`config.mk`:
```
export PLATFORM = sky130hd
export DESIGN_NAME = fifo_sync
export DESIGN_NICKNAME = d
export VERILOG_FILES = /design/src/rtl/fifo_sync_pkg.sv /design/src/rtl/fifo_sync_mem_dp.sv /design/src/rtl/fifo_sync.sv
export SDC_FILE = /design/constraint.sdc
export NUM_CORES = 1
export LEC_CHECK = 0
export BUFFER_PORTS_ARGS = -buffer_cell sky130_fd_sc_hd__buf_4
export CAP_MARGIN = 20
export CORE_MARGIN = 3
export CORE_UTILIZATION = 46
export CTS_BUF_LIST = sky130_fd_sc_hd__clkbuf_4 sky130_fd_sc_hd__clkbuf_8 sky130_fd_sc_hd__clkbuf_16
export DETAILED_ROUTE_END_ITERATION = 12
export PLACE_DENSITY = 0.68
export SLEW_MARGIN = 30
export SYNTH_ARGS = -nofsm -noshare
export SYNTH_HDL_FRONTEND = slang
export SYNTH_SLANG_ARGS = --single-unit
```
`constraint.sdc`:
```
create_clock -name clk -period 2.44 [get_ports clk]
set_input_delay 0 -clock clk [delete_from_list [all_inputs] [get_ports clk]]
set_output_delay 0 -clock clk [all_outputs]
set_load 0.005 [all_outputs]
```
`src/rtl/fifo_sync_pkg.sv`:
```
// Shared defaults and helpers for the synchronous FIFO slice.
// Widths, thresholds and the push/pop operation encoding.
package fifo_sync_pkg;

  localparam int DATA_WIDTH_D    = 10;
  localparam int ADDR_WIDTH_D    = 3;
  localparam int ALM_FULL_THR_D  = 6;
  localparam int ALM_EMPTY_THR_D = 1;

  typedef enum logic [1:0] {
    OP_NONE = 2'b00,
    OP_PUSH = 2'b01,
    OP_POP  = 2'b10,
    OP_BOTH = 2'b11
  } fifo_op_t;

  function automatic fifo_op_t op_of(
    input logic wr,
    input logic rd
  );
    return fifo_op_t'({rd, wr});
  endfunction

endpackage

```
`src/rtl/fifo_sync_mem_dp.sv`:
```
// Dual-port register array: one sync write port, one sync read port.
// Ports: clk, rst (sync, active-low, clears rd_data only), wr_*, rd_*.
module fifo_sync_mem_dp
  import fifo_sync_pkg::*;
#(
  parameter int DW = DATA_WIDTH_D,
  parameter int AW = ADDR_WIDTH_D
) (
  input  logic          clk,
  input  logic          rst,
  input  logic          wr_en,
  input  logic [AW-1:0] wr_addr,
  input  logic [DW-1:0] wr_data,
  input  logic          rd_en,
  input  logic [AW-1:0] rd_addr,
  output logic [DW-1:0] rd_data
);

  logic [DW-1:0] mem [2**AW];

  // Storage is deliberately not reset.
  always_ff @(posedge clk) begin
    if (wr_en)
      mem[wr_addr] <= wr_data;
  end

  // Read sees the pre-write value on a same-address collision.
  always_ff @(posedge clk) begin
    if (!rst)
      rd_data <= '0;
    else if (rd_en)
      rd_data <= mem[rd_addr];
  end

endmodule

```
`src/rtl/fifo_sync.sv`:
```
// Synchronous FIFO feeding the contador stage.
// Ports: clk, rst (sync active-low), push/pop/data_in in; data_out,
// valid_out, count, full, empty, almost_full, almost_empty, fifo_error out.
module fifo_sync
  import fifo_sync_pkg::*;
#(
  parameter int DATA_WIDTH    = DATA_WIDTH_D,
  parameter int ADDR_WIDTH    = ADDR_WIDTH_D,
  parameter int ALM_FULL_THR  = ALM_FULL_THR_D,
  parameter int ALM_EMPTY_THR = ALM_EMPTY_THR_D
) (
  input  logic                  clk,
  input  logic                  rst,
  input  logic                  push,
  input  logic                  pop,
  input  logic [DATA_WIDTH-1:0] data_in,
  output logic [DATA_WIDTH-1:0] data_out,
  output logic                  valid_out,
  output logic [ADDR_WIDTH:0]   count,
  output logic                  full,
  output logic                  empty,
  output logic                  almost_full,
  output logic                  almost_empty,
  output logic                  fifo_error
);

  localparam logic [ADDR_WIDTH:0] DEPTH = 1 << ADDR_WIDTH;
  localparam logic [ADDR_WIDTH:0] AF_T  = ALM_FULL_THR[ADDR_WIDTH:0];
  localparam logic [ADDR_WIDTH:0] AE_T  = ALM_EMPTY_THR[ADDR_WIDTH:0];

  logic [ADDR_WIDTH-1:0] wr_ptr;
  logic [ADDR_WIDTH-1:0] rd_ptr;
  logic                  do_push;
  logic                  do_pop;
  logic                  ovf;
  logic                  udf;
  fifo_op_t              op;

  assign full         = (count == DEPTH);
  assign empty        = (count == '0);
  assign almost_full  = (count >= AF_T);
  assign almost_empty = (count <= AE_T);

  // A pop frees a slot, so push into a full FIFO is fine alongside it.
  assign do_push = push && (!full || pop);
  assign do_pop  = pop && !empty;
  assign ovf     = push && full && !pop;
  assign udf     = pop && empty;
  assign op      = op_of(do_push, do_pop);

  fifo_sync_mem_dp #(
    .DW (DATA_WIDTH),
    .AW (ADDR_WIDTH)
  ) u_mem (
    .clk     (clk),
    .rst     (rst),
    .wr_en   (do_push && rst),
    .wr_addr (wr_ptr),
    .wr_data (data_in),
    .rd_en   (do_pop),
    .rd_addr (rd_ptr),
    .rd_data (data_out)
  );

  always_ff @(posedge clk) begin
    if (!rst) begin
      wr_ptr     <= '0;
      rd_ptr     <= '0;
      count      <= '0;
      valid_out  <= 1'b0;
      fifo_error <= 1'b0;
    end else begin
      if (do_push)
        wr_ptr <= wr_ptr + 1'b1;
      if (do_pop)
        rd_ptr <= rd_ptr + 1'b1;
      valid_out <= do_pop;
      if (ovf || udf)
        fifo_error <= 1'b1;
      unique case (op)
        OP_PUSH: count <= count + 1'b1;
        OP_POP:  count <= count - 1'b1;
        OP_NONE: count <= count;
        OP_BOTH: count <= count;
      endcase
    end
  end

endmodule

```
# == Word level (Yosys, flattened, before mapping) ==
# Memory sizes are Yosys's and may differ from the RTL's. A register that Yosys moved wholly into a read port is not among the register bits.
# Index checks and enable logic that the tools add are counted.
# classes
addsub,4
n_eq_ne,4
order_cmp,2
reduce_logical,15
n_mux,3
# ops
op,count
4-bit one-hot mux with 2 select lines,1
"3-bit by 1-bit adder with 3-bit output, second input constant",2
1-bit logical AND,6
"4-bit by 1-bit adder with 4-bit output, second input constant",1
"2-bit == test, second input constant",2
"4-bit == test, second input constant",1
"4-bit by 3-bit >= comparator with 1-bit output, second input constant",1
"4-bit by 1-bit less-or-equal comparator with 1-bit output, second input constant",1
1-bit zero test,4
4-bit zero test,1
"4-bit by 1-bit subtractor with 4-bit output, second input constant",1
"2-bit by 1-bit == test with 1-bit output, second input constant",1
2-bit zero test,1
1-bit logical OR,2
1-bit 2-to-1 mux,2
2-bit OR reduction,1
# word_totals
out_inout_bits,20
mem_count,1
reg_bits,12
in_bits,14
ramBits,80
word_cells,34
# mem_list
name,words,width,rd,rd_clocked_by_memory_dff,wr,line_no,source
u_mem.mem,8,10,1,1,1,fifo_sync_mem_dp.sv:19,logic [DW-1:0] mem [2**AW];

# == Logic depth before layout (Yosys ltp) ==
# Gate-level depths: netlist of the first run.
# depth
depth_word,7
depth_mapped,8
depth_no_buf,6

# == By module ==
# A second synthesis of the first run with hierarchy kept.
# hier_totals
cells_unflattened,274
hier_area_um2,4132.7
# modules_own_cells
module,area_each_um2,seq_area_each_um2,n_inst,cells_each
fifo_sync_mem_dp,3438.3,2602.5,1,195
fifo_sync,694.4,240.2,1,79

# == Worst setup path after synthesis of the first run ==
# No wires, ideal clock.
# synth_timing
kind,reg2reg
startpoint,reg count[0]
endpoint,"mem u_mem.mem[0][0] in the netlist's numbering, enable pin"
slack_ns,-0.150
stages_incl_launch_ff,7
path_buffers,1
period_less_slack_ns,2.590
setup_ns,0.404
t_arrival_ns,2.187
required_ns,2.036
cell_sequence,dfxtp_1 > inv_1 > ha_1 > nand2b_1 > buf_6 > o21ai_4 > nor4_1
# synth_via
elab_chain_cells,7
# synth_rtl
element,line_no,source
from (decl),fifo_sync.sv:19,"output logic [ADDR_WIDTH:0] count,"
from (signal assigned),fifo_sync.sv:81,OP_PUSH: count <= count + 1'b1;
from (signal assigned),fifo_sync.sv:82,OP_POP: count <= count - 1'b1;
from (signal assigned),fifo_sync.sv:83,OP_NONE: count <= count;
4-bit == test,fifo_sync.sv:39,assign full = (count == DEPTH);
1-bit zero test,fifo_sync.sv:45,assign do_push = push && (!full || pop);
1-bit logical OR,fifo_sync.sv:45,
1-bit logical AND,fifo_sync.sv:45,
1-bit logical AND,fifo_sync.sv:57,".wr_en (do_push && rst),"
1-bit 2-to-1 mux,fifo_sync_mem_dp.sv:23,if (wr_en)
1-bit 2-to-1 mux (not written as such),fifo_sync_mem_dp.sv:24,mem[wr_addr] <= wr_data;
to (decl),fifo_sync_mem_dp.sv:19,
# Every way passes these cells.

# == Final worst setup path of the first run ==
# layout_timing
startpoint,reg count[1]
endpoint,"mem u_mem.mem[6][4] in the netlist's numbering, enable pin"
# Same word-level chain as after synthesis.

==> results.sh, run 1 <==
export IMPL_initial_core_util=0.477
export IMPL_syn_area_per_cell_um2=14.1
export IMPL_dr_pass1_iters=4
export IMPL_leakage_nw=1.66
export IMPL_post_route_util=0.556
export IMPL_cts_root_buf="clkbuf_8"
export IMPL_switching_share=0.259
export IMPL_port_buffers=33
export IMPL_layout_drive_gt1_share=0.207
export IMPL_synth_edf_count=80
export IMPL_tightest_slew_ns=0.542
export IMPL_n_antenna_cell=0
export IMPL_status="finished clean"
export IMPL_p_seq_frac=0.564
export IMPL_rows=34
export IMPL_cp_data_required_time_ns=2.50
export IMPL_totalPowerFinal_mw=3.59
export IMPL_dieArea_um2=10300
export IMPL_rsz0062_at_grt="no"
export IMPL_max_freq_mhz=468
export IMPL_grt_pass1_vias=2456
export IMPL_die_w_um=101
export IMPL_skew_ns=0.0111
export IMPL_regArea_um2=2840
export IMPL_grt_pass1_wl_mm=13.1
export IMPL_reg2reg_setup_slack_ns=0.30
export IMPL_finalCritPeriodShare=0.876
export IMPL_crit_type="flop to flop"
export IMPL_routabilityCongestion=0.846
export IMPL_worst_setup_path_end_kind="flop"
export IMPL_start_kind="flop"
export IMPL_setup_viol=0
export IMPL_core_um2=8760
export IMPL_vias=2533
export IMPL_fp_dieH_um=101
export IMPL_synth_area_um2=4180
export IMPL_wire_per_inst_um=19.3
export IMPL_antenna_found_initial=0
export IMPL_arrival_ns=2.19
export IMPL_nNetsFinal=368
export IMPL_period_needed_ns=2.14
export IMPL_clkPwrFrac=0.259
export IMPL_crit_fanout=10
export IMPL_grt_max_degree=22
export IMPL_synth_async_reset_ratio=0
export IMPL_synth_distinct_cells=36
export IMPL_vias_per_cell=5.49
export IMPL_maxSlewHeadroom=0.637
export IMPL_postRouteAntennaNets=0
export IMPL_path_clk_slew_ns=0.09
export IMPL_syn2layout_area_growth_pct=16.5
export IMPL_p_per_area_nw_per_um2=735
export IMPL_ir_drop_mv=0.445
export IMPL_syn_nets=317
export IMPL_synth_main_ff_cell="edfxtp_1"
export IMPL_clk_latency_ns=0.35
export IMPL_drcViolationCount=0
export IMPL_wl_mm=8.89
export IMPL_fillers=748
export IMPL_ys_seq_area_frac=0.679
export IMPL_pin_count=34
export IMPL_ys_seq_elements=102
export IMPL_ys_warnings_count=0
export IMPL_intPower_mw=2.66
export IMPL_overflow=0
export IMPL_cts_tree="yes"
export IMPL_cts_inserted_buffers=9
export IMPL_post_dp_hpwl_mm=6.03
export IMPL_power_frac_comb=0.177
export IMPL_hp_class="input pin to flop"
export IMPL_drtIter0Drc=211
export IMPL_power_switching_mw=0.928
export IMPL_hold_viol=0
export IMPL_cts_htree_levels=3
export IMPL_cap_violations=0
export IMPL_cts_sinks=102
export IMPL_syn_instance_count=297
export IMPL_multi_input_area_um2=1220
export IMPL_slew_viol_final=0
export IMPL_grt_usage=0.177
export IMPL_cts_path_max_buffers=2
[Yosys cell counts (all sizes together), types with 2 or more instances]
master   n  area (µm²)
nor4     3        18.8
nor2    26        97.6
ha       6        75.1
o21ai   17         108
o211ai   3        22.5
o22ai   21         131
edfxtp  80        2400
nand2   10        37.5
clkbuf   6        33.8
buf     11        88.8
nor3    16        80.1
dfxtp   22         440
a31oi    3        18.8
nand2b   6        40.0
a21oi    2        10.0
xor2     3        26.3
nand3    3        15.0
inv      5        18.8
mux2i   43         430
[metrics by stage]
stage,area (µm²),worst slack (ns),TNS (ns),std cells,hold WS [ns]
4_1_cts,4870,0.129,0,461,0.00541
5_1_grt,4870,0.138,0,461,0.0158
3_5_place_dp,4590,0.160,0,434,0.275
3_3_place_gp,4590,0.273,0,434,0.275
6_report,4870,0.303,0,461,0.0190
2_1_floorplan,4180,-0.150,-4.51,297,0.0989
[cell type report]
type / count / share of cell area
Inverter: 6 / 0.00462
Clock buffer: 12 / 0.0313
Timing Repair Buffer: 57 / 0.0986
Sequential cell: 102 / 0.583
Clock inverter: 4 / 0.00462
Multi-Input combinational cell: 172 / 0.250
Tap cell: 108 / 0.0277
[registers in the layout (all words and copies together) (netlist names)]
name,cells
count,4
fifo_error,1
rd_ptr,3
u_mem.mem,80
u_mem.rd_data,10
valid_out,1
wr_ptr,3
[path summary, 6_finish.rpt]
check,cells past startpoint,from,endpoint
worst min register to register,2,fifo_error$_SDFFE_PN0P_,fifo_error$_SDFFE_PN0P_
worst max-delay path,6,count[1]$_SDFFE_PN0N_,u_mem.mem[6][4]$_DFFE_PP_
worst min-delay path,3,rst,u_mem.rd_data[9]$_SDFFE_PN0P_
worst max register to register,6,count[1]$_SDFFE_PN0N_,u_mem.mem[6][4]$_DFFE_PP_
[cell families (layout without fill, tap and decap cells)]
logic type | Yosys count | after routing | share of synthesized area
compound gates | 51 | 51 | 0.0798
fa+ha+maj | 6 | 6 | 0.0179
buf+inv | 23 | 79 | 0.0347
mux | 43 | 43 | 0.103
flops | 102 | 102 | 0.679
simple gates | 68 | 68 | 0.0769
xor+xnor | 4 | 4 | 0.00837
[worst max-delay path: stages, from the launching register on]
cell and delay, ns:
dfxtp_1 0.47, inv_1 0.13, ha_1 0.28, nand2b_2 0.23, o211ai_1 0.24, nor3_1 0.26
buf_4 0.22
[cell usage in the layout, fill, tap and decap left out, types with 2 or more instances in the layout]
cell,instances
edfxtp_1,80
buf_4,44
mux2i_1,43
nor2_1,26
o22ai_1,21
dfxtp_1,21
nor3_1,16
o21ai_0,15
dlygate4sd3_1,11
nand2_1,10
clkbuf_8,10
ha_1,6
inv_1,5
nand2b_1,4
o211ai_1,3
nand3_1,3
nor4_2,3
a31oi_1,3
xor2_1,3
clkinv_2,3
nand2b_2,2
o21ai_4,2
a21oi_1,2
clkbuf_4,2
buf_12,2
[power groups by stage]
stage | Clock [mW] | Sequential (mW) | Combinational (mW)
3_5_place_dp | 0 | 2.06 | 0.621
2_1_floorplan | 0 | 2.04 | 0.384
5_1_grt | 1.03 | 2.03 | 0.697
3_3_place_gp | 0 | 2.06 | 0.609
4_1_cts | 0.950 | 2.02 | 0.636
6_report | 0.927 | 2.02 | 0.636
[timing repair]
| action | 4_1_cts | 5_1_grt |
|---|---|---|
| hold endpoints to repair | 81 | 0 |
| setup endpoints to repair | 0 | 20 |
| gates resized for setup | 0 | 1 |
| buffers inserted | 0 | 0 |
| hold buffers | 11 | 0 |
[layer usage]
metal,share of wire,vias to the layer above,global-route usage
met5,0,-,0
met4,0.016,0,0.0624
met3,0.058,15,0.0475
met2,0.50,75,0.298
met1,0.43,1221,0.221
li1,-,1222,-
Note: power is estimated with default switching activity, not from simulation.
==> run 2, diff against run 1 <==
--- a/config.mk
+++ b/config.mk
@@ -10,6 +10,6 @@
 export CORE_MARGIN = 3
-export CORE_UTILIZATION = 46
+export CORE_UTILIZATION = 31
 export CTS_BUF_LIST = sky130_fd_sc_hd__clkbuf_4 sky130_fd_sc_hd__clkbuf_8 sky130_fd_sc_hd__clkbuf_16
 export DETAILED_ROUTE_END_ITERATION = 12
-export PLACE_DENSITY = 0.68
+export PLACE_DENSITY = 0.5
 export SLEW_MARGIN = 30
==> constraint.sdc (replaced) <==
create_clock -name clk -period 2.44 [get_ports clk]
set_input_delay 0.488 -clock clk [delete_from_list [all_inputs] [get_ports clk]]
set_output_delay 0.488 -clock clk [all_outputs]
set_load 0.005 [all_outputs]
==> run 2 against run 1 <==
Via count fell by 1.1%. Worst hold slack improved by 0.37 ns. Die area rose by 45%. Setup slack got worse by 0.048 ns. Clock skew fell by 0.0018 ns. Sequential share of layout area fell by 1.4 points. Critical path type is now flop to primary output. Critical path depth fell by 1. Clock power rose by 51%. Flip-flop and latch count did not move.
==> results.sh, run 2 (synthesis gave the netlist of run 1 again) <==
export IMPL_final_cell_mix="edfxtp_1 (80), buf_4 (51), mux2i_1 (43), nor2_1 (26)"
export IMPL_path_clk_slew_ns=0.07
export IMPL_cts_htree_levels=3
export IMPL_reg2reg_from="count[0]$_SDFFE_PN0N_"
export IMPL_max_freq_mhz=458
export IMPL_vias_per_cell=4.82
export IMPL_grt_pass1_wl_mm=14.4
export IMPL_crit_fanout=7
export IMPL_grt_max_degree=32
export IMPL_wire_per_inst_um=17.7
export IMPL_clk_latency_ns=0.34
export IMPL_nNetsFinal=363
export IMPL_reg2reg_setup_slack_ns=0.27
export IMPL_vias=2504
export IMPL_rsz0062_at_grt="no"
export IMPL_arrival_ns=1.70
export IMPL_skew_ns=0.00927
export IMPL_dp_slack_ns=0.181
export IMPL_core_um2=12900
export IMPL_crit_slowest_cell="dfxtp_1"
export IMPL_cts_root_buf="clkbuf_16"
export IMPL_cts_tree="yes"
export IMPL_tightest_slew_ns=0.600
export IMPL_cts_sinks=102
export IMPL_dr_pass1_iters=4
export IMPL_dieArea_um2=14900
export IMPL_maxSlewHeadroom=0.600
export IMPL_wl_mm=9.18
export IMPL_period_needed_ns=2.18
export IMPL_whs_ns=0.385
export IMPL_n_antenna_cell=0
export IMPL_final_cells=520
export IMPL_p_per_area_nw_per_um2=809
export IMPL_fillers=1237
export IMPL_rows=41
export IMPL_status="finished clean"
export IMPL_finalCritPeriodShare=0.895
export IMPL_layout_drive_gt1_share=0.221
export IMPL_setup_slack_ns=0.255
export IMPL_cts_path_max_buffers=2
export IMPL_worst_setup_path_end_kind="primary output"
export IMPL_final_common_cell="edfxtp_1"
export IMPL_routabilityCongestion=0.762
export IMPL_placed_area_um2=4700
export IMPL_slew_viol_final=0
export IMPL_holdBufCountCts=0
export IMPL_cp_data_required_time_ns=1.95
export IMPL_regMostFlops="u_mem.mem"
export IMPL_post_route_util=0.387
export IMPL_r2r_cells=6
export IMPL_crit_type="flop to primary output"
export IMPL_placed_cells=504
export IMPL_syn2layout_area_growth_pct=19.4
export IMPL_hold_viol=0
export IMPL_cap_violations=0
export IMPL_cp_startpoint="count[0]$_SDFFE_PN0N_"
export IMPL_r2r_end="u_mem.mem[5][8]$_DFFE_PP_"
export IMPL_post_dp_hpwl_mm=6.14
export IMPL_largest_reg_flops=80
export IMPL_crit_chain="inv_1 -> ha_1 -> nand2b_2 -> nor2_1 -> buf_4"
export IMPL_start_kind="flop"
export IMPL_totalPowerFinal_mw=4.04
export IMPL_port_buffers=33
export IMPL_cts_inserted_buffers=9
export IMPL_drcViolationCount=0
export IMPL_postRouteAntennaNets=0
export IMPL_pin_count=34
export IMPL_fin_area_um2=5000
export IMPL_grt_pass1_vias=2466
export IMPL_setup_viol=0
export IMPL_max_stage_delay_ns=0.37
export IMPL_top_regs="u_mem.mem: 80 flops, u_mem.rd_data: 10 flops, count: 4 flops"
export IMPL_drtIter0Drc=124
export IMPL_setup_tns_ns=0
export IMPL_hp_class="input pin to flop"
export IMPL_initial_core_util=0.324
export IMPL_antenna_found_initial=0
export IMPL_fp_dieH_um=122
export IMPL_leakage_nw=1.69
export IMPL_ir_drop_mv=0.467
export IMPL_hold_start="data_in[1]"
export IMPL_die_w_um=122
export IMPL_grt_usage=0.131
export IMPL_overflow=0
export IMPL_crit_end="full"
[run 2: how the worst min path moves through the flow]
stage                                      to  slack, ns  cells past startpoint
finish              u_mem.mem[1][1]$_DFFE_PP_       0.38                      1
global route        u_mem.mem[6][3]$_DFFE_PP_       0.38                      1
CTS                 u_mem.mem[1][1]$_DFFE_PP_       0.37                      1
detailed placement    fifo_error$_SDFFE_PN0P_       0.47                      2
global placement      fifo_error$_SDFFE_PN0P_       0.47                      2
floorplan             fifo_error$_SDFFE_PN0P_       0.46                      2
[run 2: layer usage]
| metal | GRT usage | vias to the layer above | share of wire |
|---|---|---|---|
| li1 | - | 1212 | - |
| met1 | 0.183 | 1221 | 0.47 |
| met2 | 0.201 | 62 | 0.48 |
| met3 | 0.0344 | 9 | 0.046 |
| met4 | 0.0357 | 0 | 0.0099 |
| met5 | 0 | - | 0 |
[run 2: worst max-delay path, delay by kind of cell (launching register included)]
family	cells	cell delay, ns
fa+ha+maj	1	0.32
buf+inv	2	0.29
flops	1	0.37
simple gates	2	0.37
[run 2: final cells by class]
| type | count | area [µm²] | area share |
|---|---|---|---|
| Sequential cell | 102 | 2840 | 0.569 |
| Timing Repair Buffer | 52 | 403 | 0.0806 |
| Inverter | 6 | 22.5 | 0.00451 |
| Clock buffer | 10 | 233 | 0.0466 |
| Multi-Input combinational cell | 172 | 1220 | 0.244 |
| Clock inverter | 6 | 62.6 | 0.0125 |
| Tap cell | 172 | 215 | 0.0431 |
[run 2: timing repair]
item                                    in CTS  in global routing
buffers inserted                             0                  0
resized for setup                            0                  1
endpoints found under the setup margin       0                 10
[run 2: power by group]
part / internal, mW / switching (mW) / total (mW)
Combinational: 0.274 / 0.346 / 0.621
Sequential: 1.95 / 0.0628 / 2.02
Clock: 0.803 / 0.601 / 1.40
Total: 3.03 / 1.01 / 4.04
==> run 3, diff against run 2 <==
CORE_ASPECT_RATIO = 0.5   (was unset)
==> run 3 against run 2 <==
Via count up 1.7%. Worst hold slack worse by 0.010 ns. Sequential share of layout area about the same. Final cell count down 0.77%. Cell area about the same. Combinational power up 2%. Flip-flop and latch count unchanged.
==> results.sh, run 3 (synthesis gave the netlist of run 1 again) <==
export IMPL_status="finished clean"
export IMPL_routabilityCongestion=0.767
export IMPL_crit_slowest_cell="dfxtp_1"
export IMPL_cts_path_max_buffers=2
export IMPL_max_freq_mhz=485
export IMPL_clk_latency_ns=0.35
export IMPL_drtIter0Drc=226
export IMPL_vias=2546
export IMPL_cts_resized=0
export IMPL_antenna_found_initial=0
export IMPL_setup_tns_ns=0
export IMPL_final_common_cell="edfxtp_1"
export IMPL_cts_inserted_buffers=9
export IMPL_top_regs="u_mem.mem: 80 flops, u_mem.rd_data: 10 flops, count: 4 flops"
export IMPL_r2r_cells=7
export IMPL_fp_dieH_um=88.2
export IMPL_reg2reg_from="count[0]$_SDFFE_PN0N_"
export IMPL_wire_per_inst_um=17.3
export IMPL_grt_usage=0.125
export IMPL_setup_slack_ns=0.378
export IMPL_dp_slack_ns=0.266
export IMPL_crit_top_cell="buf_4"
export IMPL_maxSlewHeadroom=0.590
export IMPL_totalPowerFinal_mw=4.12
export IMPL_start_kind="flop"
export IMPL_crit_fanout=7
export IMPL_syn2layout_area_growth_pct=19.4
export IMPL_cts_root_buf="clkbuf_16"
export IMPL_overflow=0
export IMPL_grt_pass1_vias=2501
export IMPL_placed_area_um2=4680
export IMPL_final_cell_mix="edfxtp_1 (80), buf_4 (49), mux2i_1 (43), nor2_1 (25)"
export IMPL_finalCritPeriodShare=0.845
export IMPL_vias_per_cell=4.93
export IMPL_r2r_end="u_mem.mem[5][9]$_DFFE_PP_"
export IMPL_rsz0062_at_grt="no"
export IMPL_nNetsFinal=361
export IMPL_postRouteAntennaNets=0
export IMPL_cts_tree="yes"
export IMPL_cts_setup_buffers=0
export IMPL_setup_viol=0
export IMPL_die_w_um=170
export IMPL_holdBufCountCts=0
export IMPL_min_to="u_mem.mem[1][6]$_DFFE_PP_"
export IMPL_hold_viol=0
export IMPL_cts_sinks=102
export IMPL_layout_drive_gt1_share=0.223
export IMPL_grt_pass1_wl_mm=13.9
export IMPL_initial_core_util=0.324
export IMPL_worst_setup_path_end_kind="primary output"
export IMPL_whs_ns=0.374
export IMPL_leakage_nw=1.69
export IMPL_drcViolationCount=0
export IMPL_period_needed_ns=2.06
export IMPL_dr_pass1_iters=6
export IMPL_largest_reg_flops=80
export IMPL_placed_cells=500
export IMPL_slew_viol_final=0
export IMPL_crit_chain="inv_1 -> ha_1 -> nand2b_1 -> buf_4 -> nor2_1 -> buf_4"
export IMPL_core_um2=12900
export IMPL_tightest_slew_ns=0.614
export IMPL_fin_area_um2=4990
export IMPL_ir_drop_mv=0.439
export IMPL_reg2reg_setup_slack_ns=0.42
export IMPL_p_per_area_nw_per_um2=825
export IMPL_n_antenna_cell=0
export IMPL_final_cells=516
export IMPL_cts_htree_levels=3
export IMPL_dieArea_um2=15000
export IMPL_hp_class="input pin to flop"
export IMPL_regMostFlops="u_mem.mem"
export IMPL_post_route_util=0.387
export IMPL_hold_start="data_in[6]"
export IMPL_wl_mm=8.94
export IMPL_pin_count=34
export IMPL_cp_data_required_time_ns=1.95
export IMPL_arrival_ns=1.57
export IMPL_grt_max_degree=33
export IMPL_min_path_cells=1
export IMPL_cp_startpoint="count[0]$_SDFFE_PN0N_"
export IMPL_path_clk_slew_ns=0.07
export IMPL_max_stage_delay_ns=0.31
export IMPL_cap_violations=0
export IMPL_port_buffers=33
export IMPL_skew_ns=0.00656
export IMPL_post_dp_hpwl_mm=5.76
export IMPL_crit_type="flop to primary output"
export IMPL_rows=29
## run 3: routing by layer
layer / vias up / global-route usage / share of wire
met2: 54 / 0.201 / 0.45
met5: - / 0 / 0
met4: 0 / 0.0346 / 0.013
li1: 1211 / - / -
met1: 1271 / 0.169 / 0.49
met3: 10 / 0.0329 / 0.046
## run 3: worst max path at each step
stage / to / slack [ns] / cells after the start
after floorplan: u_mem.mem[0][0]$_DFFE_PP_ / -0.15 / 6
after global placement: u_mem.mem[7][1]$_DFFE_PP_ / 0.30 / 4
after detailed placement: u_mem.mem[7][0]$_DFFE_PP_ / 0.27 / 4
after CTS: u_mem.mem[7][9]$_DFFE_PP_ / 0.28 / 5
after global routing: full / 0.22 / 6
final: full / 0.38 / 6
## run 3: area by class of cell
cell class                      count  area [µm²]
Fill cell                        1226        7920
Sequential cell                   102        2840
Multi-Input combinational cell    172        1220
Timing Repair Buffer               50         388
Clock buffer                       10         233
Tap cell                          170         213
Clock inverter                      6        77.6
Inverter                            6        22.5
## run 3: power by group
group,switching [mW],internal (mW),leakage [nW]
sequential,0.0523,1.95,0.904
clock,0.649,0.831,0.156
combinational,0.353,0.284,0.630
## run 3: worst max-delay path, delay by kind of cell, from the launching register on
family                   cells  cell delay, ns
AND/OR/NAND/NOR              2            0.21
flip-flops                   1            0.31
adder cells (fa/ha/maj)      1            0.30
buffers and inverters        3            0.41
